**src/rtl/cmd_frame_rcvr.sv**
```systemverilog
// cmd_frame_rcvr: copter-side end of the wireless command link.
// Receives 8N1 bytes on RX and assembles {cmd, data_hi, data_lo} frames for the
// command handler. Sends single-byte responses on TX. The two directions are independent.
module cmd_frame_rcvr #(
  parameter int BAUD_DIV      = 2604,
  parameter int FRAME_TO_BITS = 20
) (
  input  logic        clk,
  input  logic        rst_n,
  input  logic        RX,
  output logic        TX,
  output logic [7:0]  cmd,
  output logic [15:0] data,
  output logic        cmd_rdy,
  input  logic        clr_cmd_rdy,
  input  logic [7:0]  resp,
  input  logic        send_resp,
  output logic        tx_busy,
  output logic        resp_sent,
  output logic        frm_err
);

  localparam logic [11:0] FULL_M1  = 12'(BAUD_DIV - 1);
  localparam logic [11:0] HALF_M1  = 12'(BAUD_DIV / 2 - 1);
  localparam int          TO_LIMIT = FRAME_TO_BITS * BAUD_DIV;
  localparam int          TOW      = $clog2(TO_LIMIT + 1);
  localparam logic [TOW-1:0] TO_M1 = TOW'(TO_LIMIT - 1);

  typedef enum logic [1:0] {RX_IDLE, RX_START, RX_DATA, RX_STOP} rx_state_t;
  typedef enum logic [1:0] {WAIT_CMD, WAIT_HI, WAIT_LO} frm_state_t;
  typedef enum logic [1:0] {TX_IDLE, TX_START, TX_DATA, TX_STOP} tx_state_t;

  logic       rx_meta_r, rx_sync_r, rx_prev_r;
  rx_state_t  rx_state_r;
  logic [11:0] rx_cnt_r;
  logic [2:0] rx_bit_r;
  logic [7:0] rx_shift_r;

  frm_state_t frm_state_r;
  logic [7:0] stage_cmd_r;
  logic [7:0] stage_hi_r;
  logic [TOW-1:0] to_cnt_r;

  tx_state_t  tx_state_r;
  logic [11:0] tx_cnt_r;
  logic [2:0] tx_bit_r;
  logic [7:0] tx_shift_r;

  logic start_det_s, stop_smp_s, rx_done_s, rx_bad_s, frame_set_s, rdy_clr_s;

  // A start is a synchronized falling edge seen while the receiver is idle; the
  // stop bit is judged at its mid-point and the byte is valid only if it reads high.
  assign start_det_s = (rx_state_r == RX_IDLE) && rx_prev_r && !rx_sync_r;
  assign stop_smp_s  = (rx_state_r == RX_STOP) && (rx_cnt_r == FULL_M1);
  assign rx_done_s   = stop_smp_s && rx_sync_r;
  assign rx_bad_s    = stop_smp_s && !rx_sync_r;
  assign frame_set_s = rx_done_s && (frm_state_r == WAIT_LO);
  assign rdy_clr_s   = clr_cmd_rdy || (start_det_s && (frm_state_r == WAIT_CMD));

  // Two-flop synchronizer on the async RX line plus a delayed copy for edge detection.
  always_ff @(posedge clk or negedge rst_n) begin
    if (!rst_n) begin
      rx_meta_r <= 1'b1;
      rx_sync_r <= 1'b1;
      rx_prev_r <= 1'b1;
    end else begin
      rx_meta_r <= RX;
      rx_sync_r <= rx_meta_r;
      rx_prev_r <= rx_sync_r;
    end
  end

  // RX bit engine: recheck start at half a bit, then sample data and stop mid-bit.
  always_ff @(posedge clk or negedge rst_n) begin
    if (!rst_n) begin
      rx_state_r <= RX_IDLE;
      rx_cnt_r   <= 12'd0;
      rx_bit_r   <= 3'd0;
      rx_shift_r <= 8'h00;
    end else begin
      case (rx_state_r)
        RX_IDLE: begin
          rx_cnt_r <= 12'd0;
          rx_bit_r <= 3'd0;
          if (start_det_s) rx_state_r <= RX_START;
          else             rx_state_r <= RX_IDLE;
        end
        RX_START: begin
          if (rx_cnt_r == HALF_M1) begin
            rx_cnt_r <= 12'd0;
            // A line that is high again at mid-start was a glitch, not a byte.
            if (rx_sync_r) rx_state_r <= RX_IDLE;
            else           rx_state_r <= RX_DATA;
          end else begin
            rx_cnt_r <= rx_cnt_r + 12'd1;
          end
        end
        RX_DATA: begin
          if (rx_cnt_r == FULL_M1) begin
            rx_cnt_r   <= 12'd0;
            rx_shift_r <= {rx_sync_r, rx_shift_r[7:1]};
            if (rx_bit_r == 3'd7) rx_state_r <= RX_STOP;
            else                  rx_bit_r   <= rx_bit_r + 3'd1;
          end else begin
            rx_cnt_r <= rx_cnt_r + 12'd1;
          end
        end
        RX_STOP: begin
          if (rx_cnt_r == FULL_M1) begin
            rx_cnt_r   <= 12'd0;
            rx_state_r <= RX_IDLE;
          end else begin
            rx_cnt_r <= rx_cnt_r + 12'd1;
          end
        end
        default: begin
          rx_state_r <= RX_IDLE;
          rx_cnt_r   <= 12'd0;
        end
      endcase
    end
  end

  // Frame assembly: stage opcode and high byte, publish all three together on the low byte.
  always_ff @(posedge clk or negedge rst_n) begin
    if (!rst_n) begin
      frm_state_r <= WAIT_CMD;
      stage_cmd_r <= 8'h00;
      stage_hi_r  <= 8'h00;
      to_cnt_r    <= '0;
      cmd         <= 8'h00;
      data        <= 16'h0000;
      frm_err     <= 1'b0;
    end else begin
      frm_err <= 1'b0;
      if (rx_bad_s) begin
        frm_state_r <= WAIT_CMD;
        frm_err     <= 1'b1;
        to_cnt_r    <= '0;
      end else if (rx_done_s) begin
        to_cnt_r <= '0;
        case (frm_state_r)
          WAIT_CMD: begin
            stage_cmd_r <= rx_shift_r;
            frm_state_r <= WAIT_HI;
          end
          WAIT_HI: begin
            stage_hi_r  <= rx_shift_r;
            frm_state_r <= WAIT_LO;
          end
          WAIT_LO: begin
            cmd         <= stage_cmd_r;
            data        <= {stage_hi_r, rx_shift_r};
            frm_state_r <= WAIT_CMD;
          end
          default: frm_state_r <= WAIT_CMD;
        endcase
      end else if (start_det_s) begin
        to_cnt_r <= '0;
      end else if ((frm_state_r != WAIT_CMD) && (rx_state_r == RX_IDLE)) begin
        // Master went quiet mid-frame: drop the staged bytes and resync on the next opcode.
        if (to_cnt_r == TO_M1) begin
          to_cnt_r    <= '0;
          frm_state_r <= WAIT_CMD;
          frm_err     <= 1'b1;
        end else begin
          to_cnt_r <= to_cnt_r + 1'b1;
        end
      end else if (frm_state_r == WAIT_CMD) begin
        to_cnt_r <= '0;
      end else begin
        to_cnt_r <= to_cnt_r;
      end
    end
  end

  // Ready flag: set on frame completion, which takes priority over any clear in the same clk.
  always_ff @(posedge clk or negedge rst_n) begin
    if (!rst_n) begin
      cmd_rdy <= 1'b0;
    end else if (frame_set_s) begin
      cmd_rdy <= 1'b1;
    end else if (rdy_clr_s) begin
      cmd_rdy <= 1'b0;
    end else begin
      cmd_rdy <= cmd_rdy;
    end
  end

  // TX serializer: start, 8 data bits LSB first, stop; a new request may chain off the stop bit.
  always_ff @(posedge clk or negedge rst_n) begin
    if (!rst_n) begin
      tx_state_r <= TX_IDLE;
      tx_cnt_r   <= 12'd0;
      tx_bit_r   <= 3'd0;
      tx_shift_r <= 8'h00;
      TX         <= 1'b1;
      tx_busy    <= 1'b0;
      resp_sent  <= 1'b0;
    end else begin
      resp_sent <= 1'b0;
      case (tx_state_r)
        TX_IDLE: begin
          tx_cnt_r <= 12'd0;
          tx_bit_r <= 3'd0;
          if (send_resp) begin
            tx_shift_r <= resp;
            TX         <= 1'b0;
            tx_busy    <= 1'b1;
            tx_state_r <= TX_START;
          end else begin
            TX      <= 1'b1;
            tx_busy <= 1'b0;
          end
        end
        TX_START: begin
          if (tx_cnt_r == FULL_M1) begin
            tx_cnt_r   <= 12'd0;
            tx_bit_r   <= 3'd0;
            TX         <= tx_shift_r[0];
            tx_state_r <= TX_DATA;
          end else begin
            tx_cnt_r <= tx_cnt_r + 12'd1;
          end
        end
        TX_DATA: begin
          if (tx_cnt_r == FULL_M1) begin
            tx_cnt_r <= 12'd0;
            if (tx_bit_r == 3'd7) begin
              TX         <= 1'b1;
              tx_state_r <= TX_STOP;
            end else begin
              TX         <= tx_shift_r[1];
              tx_shift_r <= {1'b0, tx_shift_r[7:1]};
              tx_bit_r   <= tx_bit_r + 3'd1;
            end
          end else begin
            tx_cnt_r <= tx_cnt_r + 12'd1;
          end
        end
        TX_STOP: begin
          if (tx_cnt_r == FULL_M1) begin
            tx_cnt_r  <= 12'd0;
            resp_sent <= 1'b1;
            if (send_resp) begin
              tx_shift_r <= resp;
              TX         <= 1'b0;
              tx_busy    <= 1'b1;
              tx_state_r <= TX_START;
            end else begin
              TX         <= 1'b1;
              tx_busy    <= 1'b0;
              tx_state_r <= TX_IDLE;
            end
          end else begin
            tx_cnt_r <= tx_cnt_r + 12'd1;
          end
        end
        default: begin
          tx_state_r <= TX_IDLE;
          TX         <= 1'b1;
          tx_busy    <= 1'b0;
        end
      endcase
    end
  end

endmodule
```
**config.mk**
```make
export PLATFORM = sky130hd
export DESIGN_NAME = cmd_frame_rcvr
export DESIGN_NICKNAME = d
export VERILOG_FILES = /design/src/rtl/cmd_frame_rcvr.sv
export SDC_FILE = /design/constraint.sdc
export NUM_CORES = 1
export LEC_CHECK = 0
export CAP_MARGIN = 10
export CELL_PAD_IN_SITES_DETAIL_PLACEMENT = 1
export CELL_PAD_IN_SITES_GLOBAL_PLACEMENT = 1
export CORE_ASPECT_RATIO = 1.75
export CORE_MARGIN = 1.5
export CORE_UTILIZATION = 35
export CTS_CLUSTER_SIZE = 30
export DETAILED_ROUTE_END_ITERATION = 7
export GPL_ROUTABILITY_DRIVEN = 0
export PLACE_DENSITY = 0.69
export SLEW_MARGIN = 20
export SYNTH_ARGS = -nofsm -noshare
export SYNTH_HDL_FRONTEND = slang
export SYNTH_SLANG_ARGS = --single-unit
```
**constraint.sdc**
```tcl
create_clock -name clk -period 5.78 [get_ports clk]
set_clock_uncertainty 0.2 [all_clocks]
set_input_delay 1.156 -clock clk [delete_from_list [all_inputs] [get_ports clk]]
set_output_delay 1.156 -clock clk [all_outputs]
set_load 0.02 [all_outputs]
```
Word-level counts from Yosys, hierarchy flattened
Cells that the tools add are included.
{"block": "totals", "ff_bits": 116, "input_bits": 13, "out_inout_bits": 29, "word_cells": 151}
{"block": "op_classes", "add_sub_neg": 5, "eq_ne": 26, "n_mux": 61, "bitwise_logic": 1, "reduce_logical": 36}
{"op": "16-bit 2-to-1 mux", "n": 6}
{"op": "12-bit 2-to-1 mux", "n": 3}
{"op": "12-bit one-hot mux with 3 select lines", "n": 1}
{"op": "8-bit 2-to-1 mux", "n": 4}
{"op": "2-bit 2-to-1 mux", "n": 15}
{"op": "12-bit by 1-bit adder with 12-bit output, second input constant", "n": 2}
{"op": "12-bit == test, second input constant", "n": 2}
{"op": "12-bit one-hot mux with 2 select lines", "n": 1}
{"op": "8-bit one-hot mux with 3 select lines", "n": 1}
{"op": "2-bit != test, second input constant", "n": 10}
{"op": "1-bit 2-to-1 mux", "n": 18}
{"op": "3-bit AND reduction", "n": 6}
{"op": "16-bit by 1-bit adder with 16-bit output, second input constant", "n": 1}
{"op": "16-bit == test, second input constant", "n": 1}
{"op": "2-bit one-hot mux with 4 select lines", "n": 2}
{"op": "3-bit 2-to-1 mux", "n": 5}
{"op": "12-bit by 11-bit == test with 1-bit output, second input constant", "n": 1}
{"op": "4-bit AND reduction", "n": 3}
{"op": "3-bit nonzero test", "n": 4}
{"op": "2-bit == test, second input constant", "n": 5}
{"op": "3-bit one-hot mux with 3 select lines", "n": 1}
{"op": "1-bit logical AND", "n": 8}
{"op": "2-bit nonzero test", "n": 4}
{"op": "3-bit by 1-bit adder with 3-bit output, second input constant", "n": 2}
{"op": "17 further kinds", "n": 23}

Longest topological paths before layout
{"block": "depth", "ltp_word": 7, "ltp_mapped": 7, "depth_no_buf": 6}

Least setup slack after synthesis
OpenSTA, ideal clock, no wires.
{"block": "synth_timing", "path_kind": "register to register", "from": "register rx_cnt_r[0]", "to": "register data[10]", "setup_ns": 0.127, "arrival_time_ns": 1.993, "required_time_ns": 5.453, "slack_ns": 3.459, "stages_incl_launch_ff": 7, "n_path_buf": 1, "synth_period_minus_slack_ns": 2.321, "path_cell_list": "dfrtp_1 ha_1 and4bb_2 nand4_4 nor4b_4 buf_6 mux2_1"}
{"block": "synth_via", "elab_chain_cells": 5, "word_cells_on_any_way": 6, "cone_classes": "eq/ne (1); bitwise (1); reduce/logical (4)"}
{"element": "start, declared", "line_no": "35", "rtl": "logic [11:0] rx_cnt_r;"}
{"element": "start signal, assigned", "line_no": "95", "rtl": "rx_cnt_r <= rx_cnt_r + 12'd1;"}
{"element": "start signal, assigned", "line_no": "105", "rtl": "rx_cnt_r <= rx_cnt_r + 12'd1;"}
{"element": "start signal, assigned", "line_no": "113", "rtl": "rx_cnt_r <= rx_cnt_r + 12'd1;"}
{"element": "12-bit == test (*)", "line_no": "54", "rtl": "assign stop_smp_s = (rx_state_r == RX_STOP) && (rx_cnt_r == FULL_M1);"}
{"element": "1-bit logical AND (*)", "line_no": "54"}
{"element": "1-bit logical AND", "line_no": "56", "rtl": "assign rx_bad_s = stop_smp_s && !rx_sync_r;"}
{"element": "1-bit NOT (no line)"}
{"element": "3-bit AND reduction (no line) (*)"}
{"element": "end signal, assigned", "line_no": "153", "rtl": "data <= {stage_hi_r, rx_shift_r};"}
{"element": "end, declared", "line_no": "13", "rtl": "output logic [15:0] data,"}
Mark *: on every way between the ends. The rest lies on a longest branch, timed or not.
A chain may end at the register's enable or synchronous reset.

Final worst setup path
{"block": "layout_timing", "from": "register TX", "to": "output port TX"}
{"element": "start, declared", "line_no": "11", "rtl": "output logic TX,"}
{"element": "start signal, assigned", "line_no": "220", "rtl": "TX <= tx_shift_r[0];"}
{"element": "start signal, assigned", "line_no": "233", "rtl": "TX <= tx_shift_r[1];"}
No word-level cell between the ends.

==> load_flow_metrics.sql <==
INSERT INTO impl_metrics (metric_group, metric, value, unit) VALUES
('timing', 'fmaxAchievable', '345', 'MHz'),
('logic_synthesis', 'synth_cells', '471', ''),
('floorplanning', 'die_area', '0.0166', 'mm2'),
('logic_synthesis', 'postSynth.topFlopCell', 'dfrtp_1', ''),
('logic_synthesis', 'post_synth_fa_ha_maj_area_fraction', '0.0293', ''),
('clocking', 'cts-buffers-inserted', '17', ''),
('floorplanning', 'core', '0.0155', 'mm2'),
('floorplanning', 'die-height', '170', 'um'),
('setup_path', 'timing.critical_path.slowest_stage_cell', 'clkdlybuf4s50_1', ''),
('clocking', 'cts.path.max_buffers', '2', ''),
('timing', 'max-slew-margin-rel', '0.313', ''),
('logic_synthesis', 'seq_area_frac_synth', '0.524', ''),
('finish', 'final_layout_size_suffix_gt1_frac', '0.189', ''),
('detailed_routing', 'met3_length', '316', 'um'),
('timing', 'unrepaired_setup_endpoints_after_global_routing', 'no', ''),
('power', 'p_sw', '747', 'uW'),
('detailed_routing', 'drt.antenna.violating_nets', '0', ''),
('power', 'vdd_ir_drop_max', '0.205', 'mV'),
('detailed_routing', 'detailed_route_via_count', '3857', ''),
('logic_synthesis', 'synth_top_cell_by_area', 'dfrtp_1', ''),
('logic_synthesis', 'post_synth_and_or_nand_nor_area_fraction', '0.166', ''),
('logic_synthesis', 'yosys.area.top_type_share', '0.505', ''),
('logic_synthesis', 'yosys-mux-area-fraction', '0.141', ''),
('global_route', 'largest_net_degree_at_the_start_of_global_routing', '77', ''),
('detailed_routing', 'met2RoutedLength', '6720', 'um'),
('place', 'place_ws', '2.79', 'ns'),
('power', 'logic_pwr_share', '0.176', ''),
('global_route', 'groute.usage.overall', '0.160', ''),
('finish', 'multiInputGateArea', '0.00244', 'mm2'),
('power', 'fraction_of_power_spent_switching_nets', '0.310', ''),
('clocking', 'cts-hold-fix-buffers', '0', ''),
('power', 'p_seq_frac', '0.409', ''),
('logic_synthesis', 'syn-cell-area', '0.00555', 'mm2'),
('logic_synthesis', 'mappedNetlistNets', '497', ''),
('power', 'cellPowerDensity', '362', 'mW/mm2'),
('timing', 'layout_setup_ws', '2.88', 'ns'),
('detailed_routing', 'vias_per_cell', '5.39', ''),
('setup_path', 'timing.critical_path.required', '4.42', 'ns'),
('clocking', 'clock_sink_count', '116', ''),
('floorplanning', 'number_of_placed_i_o_pins', '42', ''),
('logic_synthesis', 'post-synth-top-count-cell', 'dfrtp_1', ''),
('logic_synthesis', 'postSynthRegisterBits', '116', ''),
('power', 'cellInternalPower', '1.67', 'mW'),
('place', 'place.detailed.hpwl', '8200', 'um'),
('setup_path', 'arrival', '1.54', 'ns'),
('logic_synthesis', 'synth_xor_xnor_area_share', '0.0316', ''),
('logic_synthesis', 'synth_top_family_by_area', 'simple AND/OR/NAND/NOR gates', ''),
('global_route', 'global_route.overflow_total', '0', ''),
('min_path', 'min_path_type', 'flop to flop', ''),
('global_route', 'global_route_wire_length_before_repair', '21300', 'um'),
('clocking', 'post_cts_setup_bufs', '0', ''),
('timing', 'timing.final.crit_share', '0.502', ''),
('logic_synthesis', 'synth_cell_types', '59', ''),
('clocking', 'count_of_h_tree_levels_built_during_cts', '4', ''),
('finish', 'fin_nets', '543', ''),
('power', 'pwr-share-clk', '0.415', ''),
('finish', 'seq_area', '0.00291', 'mm2'),
('floorplanning', 'floorplan.rows', '60', ''),
('setup_path', 'timing.critical_path.slowest_cell_delay', '0.59', 'ns'),
('run_status', 'run_status', 'complete, no violations', ''),
('clocking', 'cts_root_buf', 'clkbuf_16', ''),
('detailed_routing', 'routed_wire_length_per_instance', '17.0', 'um'),
('clocking', 'clk_transition_reported_paths', '0.06', 'ns'),
('setup_path', 'worst_setup_path_start_kind', 'flop', ''),
('floorplanning', 'dieWidth', '98.2', 'um'),
('clocking', 'post_cts_resized', '0', ''),
('detailed_routing', 'wirelength_met1', '4830', 'um'),
('place', 'placement.io_buffers', '41', ''),
('detailed_routing', 'wirelength', '12200', 'um'),
('logic_synthesis', 'synth-compound-area-share', '0.0715', ''),
('logic_synthesis', 'ys_async_sr_fraction', '1.00', '');
-- metrics by stage --
| stage | instances | power (mW) | area (um2) | utilization |
|---|---|---|---|---|
| 2_1_floorplan | 471 | 1.30 | 5550 | - |
| 3_3_place_gp | 684 | 1.41 | 6100 | 0.394 |
| 3_5_place_dp | 684 | 1.43 | 6100 | 0.394 |
| 4_1_cts | 716 | 2.45 | 6660 | 0.431 |
| 5_1_grt | 716 | 2.54 | 6670 | 0.431 |
| 6_report | 716 | 2.41 | 6670 | 0.431 |
-- state kept, by name, indices dropped and copies added, names as in the netlist, 2 cells and up, named ones only --
register     cells
tx_state_r       2
cmd              8
to_cnt_r        16
tx_cnt_r        12
rx_shift_r       8
stage_cmd_r      8
rx_bit_r         3
stage_hi_r       8
rx_cnt_r        12
tx_shift_r       8
frm_state_r      2
tx_bit_r         3
data            16
-- cell families after synthesis --
family | Yosys count
xor gates and xnor gates | 20
buffers and inverters | 40
muxes | 69
DFF | 116
adders and majority gates | 13
and+or+nand+nor | 157
AOI/OAI and AO/OA | 56
-- path summary, 6_finish.rpt --
path	startpoint	to	slack [ns]	cells after the start
setup / recovery	TX$_DFFE_PN1P_	TX	2.88	1
hold / removal	rx_meta_r$_DFF_PN1_	rx_sync_r$_DFF_PN1_	0.16	0
setup reg to reg	to_cnt_r[12]$_DFFE_PN0P_	to_cnt_r[6]$_DFFE_PN0P_	3.03	4
hold reg to reg	rx_meta_r$_DFF_PN1_	rx_sync_r$_DFF_PN1_	0.16	0
max in group asynchronous	rst_n	rx_meta_r$_DFF_PN1_	3.81	2
min in group asynchronous	rst_n	tx_cnt_r[9]$_DFF_PN0_	0.56	1
-- area by class of cell --
class / instances / share of cell area
clock buffer: 17 / 0.0638
clock inverter: 15 / 0.0206
inverter: 23 / 0.0130
multi-input combinational: 315 / 0.366
sequential: 116 / 0.436
tap: 186 / 0.0349
timing repair buffer: 44 / 0.0651
-- metal layers --
layer | vias to the layer above | GRT usage
li1 | 1806 | -
met4 | 0 | 0.0790
met5 | - | 0
met3 | 24 | 0.0379
met2 | 63 | 0.294
met1 | 1964 | 0.170
-- power by group through the flow --
stage / Combinational, mW / Sequential [mW] / Clock, mW
global route: 0.479 / 1.00 / 1.06
detailed placement: 0.430 / 1.00 / 0
CTS: 0.435 / 0.987 / 1.02
finish: 0.425 / 0.987 / 1.00
floorplan: 0.324 / 0.978 / 0
global placement: 0.412 / 0.994 / 0
-- placed cells by master, fill, tap and decap left out, drive strengths merged, types with 4 or more instances in the layout --
cell type and count:
nor4 7, buf 4, dfrtp 112, a31oi 18, dfstp 4, nor3 14
nand3 20, nand4 13, inv 32, o211ai 5, nand3b 9, xnor2 17
clkbuf 17, nor2 42, clkdlybuf4s50 40, o21ai 8, a21oi 5, clkinv 4
mux2 65, ha 13, nand2 21
-- worst register-to-register path: cells and delay by family (launching register included) --
kind / cells / cell delay, ns
and+or+nand+nor: 3 / 1.79
AOI/OAI and AO/OA: 1 / 0.18
DFF: 1 / 0.43
No activity file was read; power rests on OpenSTA's default activity.
